===== config.mk =====
export PLATFORM = sky130hd
export DESIGN_NAME = fp_result_packer
export DESIGN_NICKNAME = d
export VERILOG_FILES = /design/src/rtl/fp_result_packer.sv
export SDC_FILE = /design/constraint.sdc
export NUM_CORES = 1
export LEC_CHECK = 0
export CORE_MARGIN = 5
export CORE_UTILIZATION = 55
export CTS_BUF_LIST = sky130_fd_sc_hd__clkbuf_16
export DETAILED_ROUTE_END_ITERATION = 16
export PLACE_DENSITY = 0.81
export SYNTH_ARGS = -nofsm -noshare
export SYNTH_HDL_FRONTEND = slang
export SYNTH_SLANG_ARGS = --single-unit

===== constraint.sdc =====
create_clock -name clk -period 10.7 [get_ports clk]
set_input_delay 2.14 -clock clk [delete_from_list [all_inputs] [get_ports clk]]
set_output_delay 2.14 -clock clk [all_outputs]
set_load 0.02 [all_outputs]

===== src/rtl/fp_result_packer.sv =====
// -----------------------------------------------------------------------------
// fp_result_packer
// Final stage of the FP datapath. Accepts an unpacked result (sign, signed
// unbiased exponent, 57-bit mantissa with G/R/S, special flags), normalizes it
// iteratively, rounds to nearest-even and packs an IEEE-754 binary64 word.
// One operation in flight; valid/ready handshake on both sides.
//
// Optional feature macro: FP_PACKER_DENORM_EN
//   defined     : subnormal results are produced by a DENORM right-shift phase
//   not defined : tiny results flush to signed zero (underflow + inexact)
//
// Ports
//   clk, rst_n          clock, asynchronous active-low reset
//   in_valid/in_ready   upstream handshake (in_ready high only in IDLE)
//   sign_in, exp_in     result sign, signed unbiased exponent (EXP_W bits)
//   mant_in[56:0]       [56:55] int, [54:3] frac, [2] G, [1] R, [0] S
//   is_*_in             special-value flags (priority nan > inf > zero)
//   out_valid/out_ready downstream handshake (out_valid high only in DONE)
//   fp_out              packed binary64
//   flag_*              overflow / underflow / inexact
// -----------------------------------------------------------------------------
module fp_result_packer #(
   parameter int unsigned NORM_STEP = 1,
   parameter int unsigned EXP_W     = 13,
   parameter int unsigned EXP_BIAS  = 1023
) (
   input  logic                    clk,
   input  logic                    rst_n,
   input  logic                    in_valid,
   output logic                    in_ready,
   input  logic                    sign_in,
   input  logic signed [EXP_W-1:0] exp_in,
   input  logic [56:0]             mant_in,
   input  logic                    is_nan_in,
   input  logic                    is_inf_in,
   input  logic                    is_zero_in,
   output logic                    out_valid,
   input  logic                    out_ready,
   output logic [63:0]             fp_out,
   output logic                    flag_overflow,
   output logic                    flag_underflow,
   output logic                    flag_inexact
);

   localparam int unsigned EW = EXP_W + 1;
   localparam logic signed [EW-1:0] EOne  = EW'(1);
   localparam logic signed [EW-1:0] EMax  = EW'(2047);
   localparam logic signed [EW-1:0] EBias = EW'(EXP_BIAS);
`ifdef FP_PACKER_DENORM_EN
   localparam logic signed [EW-1:0] EDenMin = EW'(-54);
`endif

   typedef enum logic [2:0] {
      StIdle   = 3'd0,
      StNorm   = 3'd1,
      StDenorm = 3'd2,
      StRound  = 3'd3,
      StDone   = 3'd4
   } state_e;

   state_e               r_state, w_state_nxt;
   logic                 r_sign, w_sign_nxt;
   logic signed [EW-1:0] r_exp, w_exp_nxt;
   logic [56:0]          r_mant, w_mant_nxt;
   logic [63:0]          r_fp, w_fp_nxt;
   logic                 r_ovf, w_ovf_nxt;
   logic                 r_unf, w_unf_nxt;
   logic                 r_inx, w_inx_nxt;
`ifdef FP_PACKER_DENORM_EN
   logic                 r_tiny, w_tiny_nxt;
`endif

   // Biased exponent of the incoming operand
   logic signed [EW-1:0] w_exp_in;
   assign w_exp_in = $signed({exp_in[EXP_W-1], exp_in}) + EBias;

   // Leading-zero count over the NORM_STEP-bit window below bit 55, capped
   logic [5:0]           w_lz;
   logic signed [EW-1:0] w_lz_e;
   always_comb begin
      w_lz = 6'(NORM_STEP);
      for (int i = int'(NORM_STEP) - 1; i >= 0; i--) begin
         if (r_mant[55 - i]) w_lz = 6'(i);
      end
      w_lz_e = EW'(w_lz);
   end

   // Round-to-nearest-even and pack
   logic                 w_up, w_inx;
   logic [53:0]          w_rnd;
   logic [52:0]          w_sig;
   logic signed [EW-1:0] w_efin;
   logic [63:0]          w_rnd_fp;
   logic                 w_rnd_ovf, w_rnd_unf, w_rnd_inx;
   always_comb begin
      w_up  = r_mant[2] & (r_mant[1] | r_mant[0] | r_mant[3]);
      w_inx = r_mant[2] | r_mant[1] | r_mant[0];
      w_rnd = r_mant[56:3] + {53'b0, w_up};
      // Carry out of the integer bit renormalizes by one
      if (w_rnd[53]) begin
         w_sig  = w_rnd[53:1];
         w_efin = r_exp + EOne;
      end else begin
         w_sig  = w_rnd[52:0];
         w_efin = r_exp;
      end
      w_rnd_ovf = 1'b0;
      w_rnd_unf = 1'b0;
      w_rnd_inx = w_inx;
      w_rnd_fp  = {r_sign, (w_sig[52] ? w_efin[10:0] : 11'h000), w_sig[51:0]};
      if (w_efin >= EMax) begin
         w_rnd_fp  = {r_sign, 11'h7FF, 52'h0};
         w_rnd_ovf = 1'b1;
         w_rnd_inx = 1'b1;
      end
`ifdef FP_PACKER_DENORM_EN
      else begin
         w_rnd_unf = r_tiny & w_inx;
      end
`else
      else if (w_efin < EOne) begin
         w_rnd_fp  = {r_sign, 63'h0};
         w_rnd_unf = 1'b1;
         w_rnd_inx = 1'b1;
      end
`endif
   end

   // Next-state logic
   always_comb begin
      w_state_nxt = r_state;
      w_sign_nxt  = r_sign;
      w_exp_nxt   = r_exp;
      w_mant_nxt  = r_mant;
      w_fp_nxt    = r_fp;
      w_ovf_nxt   = r_ovf;
      w_unf_nxt   = r_unf;
      w_inx_nxt   = r_inx;
`ifdef FP_PACKER_DENORM_EN
      w_tiny_nxt  = r_tiny;
`endif
      unique case (r_state)
         StIdle: begin
            if (in_valid) begin
               w_sign_nxt = sign_in;
               w_ovf_nxt  = 1'b0;
               w_unf_nxt  = 1'b0;
               w_inx_nxt  = 1'b0;
`ifdef FP_PACKER_DENORM_EN
               w_tiny_nxt = 1'b0;
`endif
               if (is_nan_in) begin
                  w_fp_nxt    = 64'h7FF8_0000_0000_0000;
                  w_state_nxt = StDone;
               end else if (is_inf_in) begin
                  w_fp_nxt    = {sign_in, 11'h7FF, 52'h0};
                  w_state_nxt = StDone;
               end else if (is_zero_in || (mant_in == '0)) begin
                  w_fp_nxt    = {sign_in, 63'h0};
                  w_state_nxt = StDone;
               end else if (mant_in[56]) begin
                  // Dropped bit is folded into sticky
                  w_mant_nxt  = {1'b0, mant_in[56:2], mant_in[1] | mant_in[0]};
                  w_exp_nxt   = w_exp_in + EOne;
                  w_state_nxt = StNorm;
               end else begin
                  w_mant_nxt  = mant_in;
                  w_exp_nxt   = w_exp_in;
                  w_state_nxt = StNorm;
               end
            end
         end
         StNorm: begin
            if (r_mant[55]) begin
`ifdef FP_PACKER_DENORM_EN
               if (r_exp < EOne) begin
                  w_tiny_nxt  = 1'b1;
                  w_state_nxt = StDenorm;
               end else begin
                  w_state_nxt = StRound;
               end
`else
               w_state_nxt = StRound;
`endif
            end else begin
               w_mant_nxt = r_mant << w_lz;
               w_exp_nxt  = r_exp - w_lz_e;
            end
         end
`ifdef FP_PACKER_DENORM_EN
         StDenorm: begin
            if (r_exp < EDenMin) begin
               // Below half the smallest subnormal: rounds to signed zero
               w_fp_nxt    = {r_sign, 63'h0};
               w_unf_nxt   = 1'b1;
               w_inx_nxt   = 1'b1;
               w_state_nxt = StDone;
            end else if (r_exp == EOne) begin
               w_state_nxt = StRound;
            end else begin
               w_mant_nxt = {1'b0, r_mant[56:2], r_mant[1] | r_mant[0]};
               w_exp_nxt  = r_exp + EOne;
            end
         end
`endif
         StRound: begin
            w_fp_nxt    = w_rnd_fp;
            w_ovf_nxt   = w_rnd_ovf;
            w_unf_nxt   = w_rnd_unf;
            w_inx_nxt   = w_rnd_inx;
            w_state_nxt = StDone;
         end
         StDone: begin
            if (out_ready) w_state_nxt = StIdle;
         end
         default: w_state_nxt = StIdle;
      endcase
   end

   always_ff @(posedge clk or negedge rst_n) begin
      if (!rst_n) begin
         r_state <= StIdle;
         r_sign  <= 1'b0;
         r_exp   <= '0;
         r_mant  <= '0;
         r_fp    <= '0;
         r_ovf   <= 1'b0;
         r_unf   <= 1'b0;
         r_inx   <= 1'b0;
`ifdef FP_PACKER_DENORM_EN
         r_tiny  <= 1'b0;
`endif
      end else begin
         r_state <= w_state_nxt;
         r_sign  <= w_sign_nxt;
         r_exp   <= w_exp_nxt;
         r_mant  <= w_mant_nxt;
         r_fp    <= w_fp_nxt;
         r_ovf   <= w_ovf_nxt;
         r_unf   <= w_unf_nxt;
         r_inx   <= w_inx_nxt;
`ifdef FP_PACKER_DENORM_EN
         r_tiny  <= w_tiny_nxt;
`endif
      end
   end

   assign in_ready       = (r_state == StIdle);
   assign out_valid      = (r_state == StDone);
   assign fp_out         = r_fp;
   assign flag_overflow  = r_ovf;
   assign flag_underflow = r_unf;
   assign flag_inexact   = r_inx;

endmodule


==> results.tsv, run 1 <==
stage	metric	value	unit
global_route	grt_pass1_vias	8994	
route	vias_per_cell	6.39	
synthesis	syn_avg_cell_area	8.29	um^2
synthesis	synth-edff-count	0	
synthesis	synthMuxAreaShare	7.28	%
synthesis	yosys.area_share.simple	22.5	%
critical_path	critical_path_class	in -> reg	
synthesis	yosysSeqAreaShare	37.1	%
sta	finalMaxSlewViolations	0	
clock_network	cts_num_sinks	142	
synthesis	synth_area	9590	um^2
floorplanning	die_w	142	um
cells_and_area	area_growth_syn_to_layout	22.0	%
route	drt_first_iter_violations	1265	
route	drt_drc_violations_left	0	
route	first_pass_iters	6	
sta	finalCritPeriodShare	48.3	%
synthesis	synth_cell_types	67	
flow_run	maxCapViolCount	0	
global_route	grt_pass1_wl	46100	um
sta	timing.setup.tns	0	ps
clock_network	clk_latency	430	ps
clock_network	postCtsSetupBuffers	0	
clock_network	numCtsBuffers	17	
sta	slew-limit-headroom	30.3	%
floorplanning	die_area	20200	um^2
clock_network	cts.htree.levels	4	
sta	rsz0062_at_grt	false	
critical_path	setup.worst_path.end_class	flop	
power_and_ir_drop	power_density	222	nW/um^2
sta	setup_viol	0	
synthesis	synth_fa_ha_area_share	0.653	%
global_route	grt_usage	27.8	%
synthesis	synthFlopType	dfrtp_1	
clock_network	clk_path_buf_depth	2	
cells_and_area	nets	1324	
critical_path	slowest_stage	a2111oi_0	
clock_network	holdBufCountCts	0	
route	routedWlPerCell	19.0	um
route	ant_nets	0	
synthesis	synth_nets	1239	
floorplanning	initial_core_util	55.8	%
sta	fmax	0.194	GHz
global_route	grt_max_degree	82	
global_route	antenna_found_initial	0	
power_and_ir_drop	vdd_drop_max	0.139	mV
critical_path	slowest_delay	630	ps
place	io_buffers	146	
min_path	hold_path_class	reg -> reg	
sta	fin_crit	5170	ps
floorplanning	num_io_pins	147	
cells_and_area	final_common_cell	nand2_1	
route	wirelength	28100	um
place	place_area	11000	um^2
synthesis	async_flop_share	100	%
critical_path	critPathLaunchType	primary input	
power_and_ir_drop	p_leak	4.50	nW
clock_network	clk_transition_reported_paths	60	ps
clock_network	cts-root-buf	clkbuf_16	
synthesis	ys_ff_latch	142	
synthesis	synth_top_family_by_area	simple AND/OR/NAND/NOR gates	
sta	finClkSkew	8.59	ps
synthesis	synth_compound_area_share	20.8	%
cells_and_area	final_area	11700	um^2
place	dp_hpwl	19000	um
critical_path	crit_path_cell_trace	buf_2, buf_4, nor2_1, nand4_1, nor2_1, a2111oi_0, o21ai_0, o21ai_4, buf_4, a211o_1, o311ai_0	
floorplanning	std_cell_rows	48	
sta	worst_slew_pin_slew	1050	ps
synthesis	synth_xor_area_share	6.85	%
place	gp_congestion	0.948	
critical_path	worstPathRequired	10970	ps
floorplanning	chipHeight	142	um
synthesis	yosys_warnings	0	
cells_and_area	final_cell_mix	nand2_1, clkdlybuf4s50_1, dfrtp_1, nor2_1, a21oi_1	
clock_network	tritoncts	done	
floorplanning	core_area	17200	um^2
global_route	grt_overflow	0	
clock_network	cts_resized	0	
route	vias	9446	
cells_and_area	drive_gt1_share	9.26	%
sta	hold_viol_final	0	
cells_and_area	fill_cells	1446	
synthesis	syn_inst	1156	
outcome	status	completed	
critical_path	arrival	5430	ps
critical_path	critical_path.max_fanout	68	
area by class of cell:
class	instances	area [um^2]	area share, %
Inverter	16	60.1	0.514
Tap cell	225	282	2.41
Clock buffer	17	425	3.64
Multi-Input combinational cell	906	5600	47.9
Clock inverter	14	223	1.90
Antenna cell	1	2.50	0.0214
Timing Repair Buffer	158	1550	13.2
Sequential cell	142	3550	30.4
layer usage:
layer | vias to the layer above | track usage [%] | share of wire (%)
met3 | 54 | 4.74 | 8.0
met2 | 486 | 43.7 | 47
met4 | 0 | 8.84 | 2.4
li1 | 4391 | - | -
met1 | 4515 | 39.4 | 43
met5 | - | 0 | 0
cell families after synthesis:
| kind of cell | Yosys count |
|---|---|
| AO/OA/AOI/OAI | 301 |
| XOR/XNOR | 75 |
| adder cells (fa/ha/maj) | 5 |
| buffers and inverters | 108 |
| flip-flops | 142 |
| multiplexers | 63 |
| AND/OR/NAND/NOR | 462 |
worst max-delay path, delay by kind of cell:
family | cells | cell delay [ps]
compound gates | 5 | 1630
buf+inv | 3 | 1260
simple gates | 3 | 310
through the flow:
stage / cells / setup slack (ps) / hold WS (ps) / total power [mW] / util [%]
4_1_cts: 1478 / 5580 / 497 / 2.59 / 68.1
6_report: 1479 / 5530 / 485 / 2.60 / 68.1
2_1_floorplan: 1156 / 6170 / 480 / 1.61 / -
3_3_place_gp: 1447 / 5310 / 473 / 1.89 / 64.3
5_1_grt: 1478 / 5320 / 508 / 2.76 / 68.1
3_5_place_dp: 1447 / 5150 / 480 / 1.92 / 64.3
state kept, by name (all words and copies together), names as in the netlist:
signal	count
flag_inexact	1
flag_overflow	1
flag_underflow	1
fp_out	64
r_exp	14
r_mant	57
r_sign	1
r_state	3
cell usage after synthesis (all sizes together), types with 3 or more instances:
master | count | area [um^2]
nand2 | 162 | 608
clkbuf | 72 | 273
o211ai | 11 | 82.6
and4 | 4 | 35.0
or4 | 4 | 37.5
ha | 5 | 62.6
mux2i | 9 | 90.1
dfrtp | 142 | 3550
nor3b | 4 | 35.0
a211oi | 3 | 22.5
nand2b | 7 | 43.8
a31oi | 6 | 37.5
mux2 | 54 | 608
nand3 | 42 | 210
o31ai | 5 | 37.5
or3 | 7 | 43.8
and2 | 7 | 43.8
xor2 | 39 | 342
a22oi | 5 | 37.5
buf | 20 | 126
or2 | 6 | 37.5
a21oi | 84 | 424
and3 | 17 | 106
xnor2 | 36 | 315
a32o | 42 | 420
nor4 | 20 | 131
o22ai | 57 | 357
o21ai | 51 | 255
nand4 | 25 | 156
nor2 | 120 | 455
inv | 16 | 60.1
a21o | 3 | 22.5
a22o | 10 | 87.6
nor3 | 30 | 161
where the power goes:
| group | leakage (nW) | switching (mW) | internal (mW) |
|---|---|---|---|
| combinational | 2.42 | 0.564 | 0.400 |
| sequential | 1.77 | 0.279 | 0.698 |
| clock | 0.315 | 0.228 | 0.432 |
final timing paths:
kind | endpoint | slack [ps] | start | depth (start not counted)
setup / recovery | fp_out[52] | 5530 | mant_in[56] | 11
hold / removal | fp_out[63] | 490 | fp_out[63] | 2
setup reg to reg | fp_out[52] | 6580 | r_mant[2] | 11
hold reg to reg | fp_out[63] | 490 | fp_out[63] | 2
max in group asynchronous | fp_out[46] | 7530 | rst_n | 2
min in group asynchronous | fp_out[63] | 1680 | rst_n | 1
Power figures use the tool's default switching activity.
==> inputs of run 2 (changes only) <==
Clock period 10.7 ns to 5.2 ns, I/O delays scaled along.
==> run 2 against run 1 <==
- non-clock buffer count grew 3
- first-iteration DRC count shrank 28%
- global-route usage grew 0.66 points
- register-to-register slack lost 5600 ps
- total power grew 100%
- wire length grew 2.4%
- clock skew shrank 0.83 ps
- final area shrank 0.12%
- die area is the same
- utilization shrank 0.080 points
- final cell count grew 0.14%
- critical path type is now reg -> reg
- critical endpoint is now fp_out[41]
- largest cell class unchanged
==> results.tsv, run 2 (same netlist as run 1, synthesis figures left out) <==
stage	metric	value	unit
outcome	status	completed	
global_route	grt_max_degree	103	
floorplanning	initial_core_util	55.8	%
cells_and_area	final_area	11700	um^2
cells_and_area	diodes	0	
critical_path	crit_path_cell_trace	nand4_1, or4_4, or2_1, nor3_4, or2_2, mux2_2, a2111o_1, and3_1, buf_12, a32o_1	
clock_network	numCtsBuffers	17	
cells_and_area	final_cell_mix	nand2_1, clkdlybuf4s50_1, dfrtp_1, nor2_1, a21oi_1	
power_and_ir_drop	p_leak	4.50	nW
floorplanning	die_area	20200	um^2
clock_network	tritoncts	done	
sta	fin_crit	4190	ps
floorplanning	num_io_pins	147	
floorplanning	core_area	17200	um^2
cells_and_area	nets	1327	
sta	hold_viol_final	0	
sta	finalMaxSlewViolations	0	
global_route	grt_usage	28.5	%
sta	finClkSkew	7.75	ps
global_route	grt_overflow	0	
clock_network	cts_num_sinks	142	
cells_and_area	final_cell_count_no_fill	1481	
cells_and_area	drive_gt1_share	9.47	%
route	wirelength	28800	um
cells_and_area	largest_reg_flops	64	
power_and_ir_drop	power_density	451	nW/um^2
sta	fmax	0.239	GHz
global_route	antenna_found_initial	0	
clock_network	clk_transition_reported_paths	60	ps
min_path	hold_path_class	reg -> reg	
sta	slew-limit-headroom	31.8	%
clock_network	cts_resized	0	
global_route	grt_pass1_wl	46500	um
clock_network	clk_path_buf_depth	2	
route	drt_drc_violations_left	0	
critical_path	arrival	4490	ps
place	place_area	11100	um^2
route	ant_nets	0	
route	routedWlPerCell	19.4	um
clock_network	cts-root-buf	clkbuf_16	
critical_path	critPathLaunchType	flop	
place	dp_hpwl	20000	um
place	placed_cells_incl_taps	1450	
cells_and_area	area_growth_syn_to_layout	21.9	%
clock_network	cts.htree.levels	4	
route	first_pass_iters	6	
critical_path	worstPathRequired	5500	ps
sta	setup_viol	0	
place	io_buffers	146	
global_route	grt_pass1_vias	8949	
floorplanning	die_w	142	um
clock_network	postCtsSetupBuffers	0	
critical_path	critical_path_class	reg -> reg	
critical_path	setup.worst_path.end_class	flop	
route	drt_first_iter_violations	913	
sta	timing.setup.tns	0	ps
sta	rsz0062_at_grt	false	
flow_run	maxCapViolCount	0	
route	vias_per_cell	6.43	
clock_network	holdBufCountCts	0	
place	gp_congestion	0.899	
sta	finalCritPeriodShare	80.5	%
cells_and_area	fill_cells	1459	
critical_path	critical_path.max_fanout	26	
sta	worst_slew_pin_slew	1020	ps
power_and_ir_drop	vdd_drop_max	0.291	mV
cells_and_area	final_common_cell	nand2_1	
critical_path	slowest_stage	or4_4	
critical_path	slowest_delay	570	ps
route	vias	9528	
floorplanning	std_cell_rows	48	
floorplanning	chipHeight	142	um
clock_network	clk_latency	420	ps
run 2: cell types whose count changed in the layout (fill, tap and decap cells not counted):
cell       previous run  this run
diode_2               1         0
inv_1                16        17
buf_4                12        14
clkinv_4              1         2
bufinv_16             6         4
buf_12                0         1
clkinv_2              3         4
clkinv_1              3         2
run 2: cell type report:
class / count / area [um^2] / area share (%)
Sequential cell: 142 / 3550 / 30.4
Clock inverter: 14 / 176 / 1.51
Timing Repair Buffer: 161 / 1580 / 13.5
Tap cell: 225 / 282 / 2.41
Inverter: 16 / 60.1 / 0.514
Clock buffer: 17 / 425 / 3.64
Multi-Input combinational cell: 906 / 5600 / 48.0
run 2: per-layer routing:
metal,up-vias,track usage (%),wire length [um]
li1,4402,-,-
met1,4587,39.7,12200
met2,463,44.3,13400
met3,76,4.97,2260
met4,0,11.2,993
met5,-,0,0
run 2: report_power, final:
| part | switching, mW | internal, mW | total (mW) |
|---|---|---|---|
| Clock | 0.471 | 0.792 | 1.26 |
| Sequential | 0.561 | 1.44 | 2.00 |
| Combinational | 1.18 | 0.826 | 2.00 |
run 2: critical path, delay by kind of cell, from the launching register on:
family                 cells  cell delay, ps
AO/OA/AOI/OAI              2             620
buffers and inverters      1             340
flip-flops                 1             520
multiplexers               1             330
AND/OR/NAND/NOR            6            2250
run 2: stage by stage:
step / total power, mW / setup WS, ps / hold slack, ps / util (%)
after floorplan: 3.30 / 1620 / 480 / -
after global placement: 3.89 / 943 / 466 / 64.5
after detailed placement: 3.96 / 864 / 473 / 64.5
after CTS: 5.24 / 1050 / 485 / 68.0
after global routing: 5.60 / 817 / 516 / 68.0
final: 5.26 / 1010 / 483 / 68.0
run 2: path summary, 6_finish.rpt:
path                       cells past startpoint  slack, ps    endpoint  startpoint
max                                           10       1010  fp_out[41]  r_mant[13]
min                                            2        480  fp_out[11]  fp_out[11]
max reg2reg                                   10       1010  fp_out[41]  r_mant[13]
min reg2reg                                    2        480  fp_out[11]  fp_out[11]
max in group asynchronous                      2       3370  r_mant[29]       rst_n
min in group asynchronous                      1        720   r_mant[4]       rst_n
==> inputs of run 3 (changes only) <==
Clock period 5.2 ns to 4.3 ns, I/O delays scaled along.
==> run 3 against run 2 <==
- maximum frequency is 9.1% higher
- sequential share of layout area hardly changed
- clock-buffer cell count stayed put
- utilization is 0.080 points higher
- largest cell class unchanged
- critical path type unchanged
- sequential power is 21% higher
- combinational power is 21% higher
- sequential cell count stayed put
- first-iteration DRC count is 17% higher
- highest routed layer unchanged
- clock skew is 2.5 ps higher
- total power is 20% higher
- wire length is 1.5% lower
- die area stayed put
==> results.tsv, run 3 (same netlist as run 1, synthesis figures left out) <==
stage	metric	value	unit
min_path	hold_path_class	reg -> reg	
sta	fin_crit	3840	ps
critical_path	critical_path.max_fanout	45	
critical_path	setup.worst_path.end_class	flop	
clock_network	clk_path_buf_depth	2	
floorplanning	std_cell_rows	48	
clock_network	cts-root-buf	clkbuf_16	
power_and_ir_drop	p_leak	4.52	nW
cells_and_area	area_growth_syn_to_layout	22.0	%
sta	hold_viol_final	0	
route	first_pass_iters	5	
critical_path	arrival	4150	ps
place	io_buffers	146	
critical_path	reg2reg_slack	460	ps
route	ant_nets	0	
route	drt_drc_violations_left	0	
clock_network	postCtsSetupBuffers	0	
place	gp_congestion	0.932	
route	drt_first_iter_violations	1064	
sta	finalMaxSlewViolations	0	
global_route	grt_overflow	0	
place	dp_hpwl	19900	um
clock_network	cts_resized	0	
cells_and_area	nets	1334	
global_route	grt_pass1_vias	8935	
global_route	antenna_found_initial	0	
critical_path	critical_path_class	reg -> reg	
floorplanning	initial_core_util	55.8	%
sta	slew-limit-headroom	39.5	%
power_and_ir_drop	vdd_drop_max	0.347	mV
power_and_ir_drop	finalPower	6.30	mW
route	routedWlPerCell	19.1	um
sta	setup_viol	0	
route	wirelength	28300	um
sta	fmax	0.260	GHz
clock_network	cts_num_sinks	142	
critical_path	slowest_delay	570	ps
flow_run	maxCapViolCount	0	
sta	finClkSkew	10.2	ps
critical_path	crit_path_cell_trace	nand4_1, or3_1, or2_1, nor3_4, or2_2, mux2_2, a2111o_1, and3_1, buf_4, a32o_1	
cells_and_area	final_cell_mix	nand2_1, clkdlybuf4s50_1, dfrtp_1, nor2_1, a21oi_1	
cells_and_area	fill_cells	1430	
cells_and_area	final_common_cell	nand2_1	
floorplanning	num_io_pins	147	
critical_path	critPathLaunchType	flop	
cells_and_area	largest_reg_flops	64	
clock_network	holdBufCountCts	0	
cells_and_area	diodes	0	
clock_network	numCtsBuffers	17	
cells_and_area	final_cell_count_no_fill	1487	
clock_network	tritoncts	done	
critical_path	critPathBufInv	1	
global_route	grt_usage	28.2	%
critical_path	slowest_stage	or3_1	
power_and_ir_drop	power_density	539	nW/um^2
floorplanning	die_area	20200	um^2
route	vias	9496	
sta	rsz0062_at_grt	false	
floorplanning	core_area	17200	um^2
floorplanning	die_w	142	um
route	vias_per_cell	6.39	
floorplanning	chipHeight	142	um
clock_network	clk_transition_reported_paths	60	ps
global_route	grt_pass1_wl	46400	um
cells_and_area	drive_gt1_share	9.90	%
outcome	status	completed	
critical_path	cp_top_family	simple AND/OR/NAND/NOR gates	
critical_path	worstPathRequired	4610	ps
sta	holdWs	482	ps
sta	worst_slew_pin_slew	885	ps
sta	timing.setup.tns	0	ps
global_route	grt_max_degree	86	
sta	finalCritPeriodShare	89.3	%
clock_network	cts.htree.levels	4	
place	placed_cells_incl_taps	1457	
clock_network	clk_latency	430	ps
run 3: where the power goes:
part,switching [mW],internal (mW),total [mW]
logic,1.40,1.01,2.42
registers,0.679,1.74,2.42
clock network,0.572,0.898,1.47
run 3: layout make-up:
| class | instances | area (um^2) | area share (%) |
|---|---|---|---|
| flip-flops and latches | 142 | 3550 | 30.4 |
| multi-input cells | 906 | 5600 | 47.9 |
| repair buffers | 168 | 1620 | 13.9 |
| clock inverters | 13 | 150 | 1.28 |
| well taps | 225 | 282 | 2.41 |
| inverters | 16 | 60.1 | 0.514 |
| clock buffers | 17 | 425 | 3.64 |
run 3: stage by stage:
step	setup WS (ps)	instance area (um^2)	util [%]
after global placement	340	11100	64.7
after detailed placement	256	11100	64.7
after global routing	286	11700	68.1
final	459	11700	68.1
after floorplan	722	9590	-
after CTS	511	11700	68.1
run 3: path summary, 6_finish.rpt:
check / to / cells past startpoint / startpoint
max: fp_out[3] / 10 / r_mant[2]
min: fp_out[45] / 2 / fp_out[45]
max reg2reg: fp_out[3] / 10 / r_mant[2]
min reg2reg: fp_out[45] / 2 / fp_out[45]
max in group asynchronous: r_exp[13] / 2 / rst_n
min in group asynchronous: fp_out[0] / 1 / rst_n
run 3: layer usage:
layer / share of wire (%) / GRT usage [%] / wire length, um
met1: 41 / 39.8 / 11700
met2: 46 / 43.4 / 13100
met3: 9.1 / 5.71 / 2570
met4: 3.4 / 10.2 / 966
met5: 0 / 0 / 0
run 3: worst register-to-register path: cells and delay by family, from the launching register on:
kind,cells,cell delay (ps)
AND/OR/NAND/NOR,6,1950
AO/OA/AOI/OAI,2,730
flip-flops,1,460
multiplexers,1,320
buffers and inverters,1,270
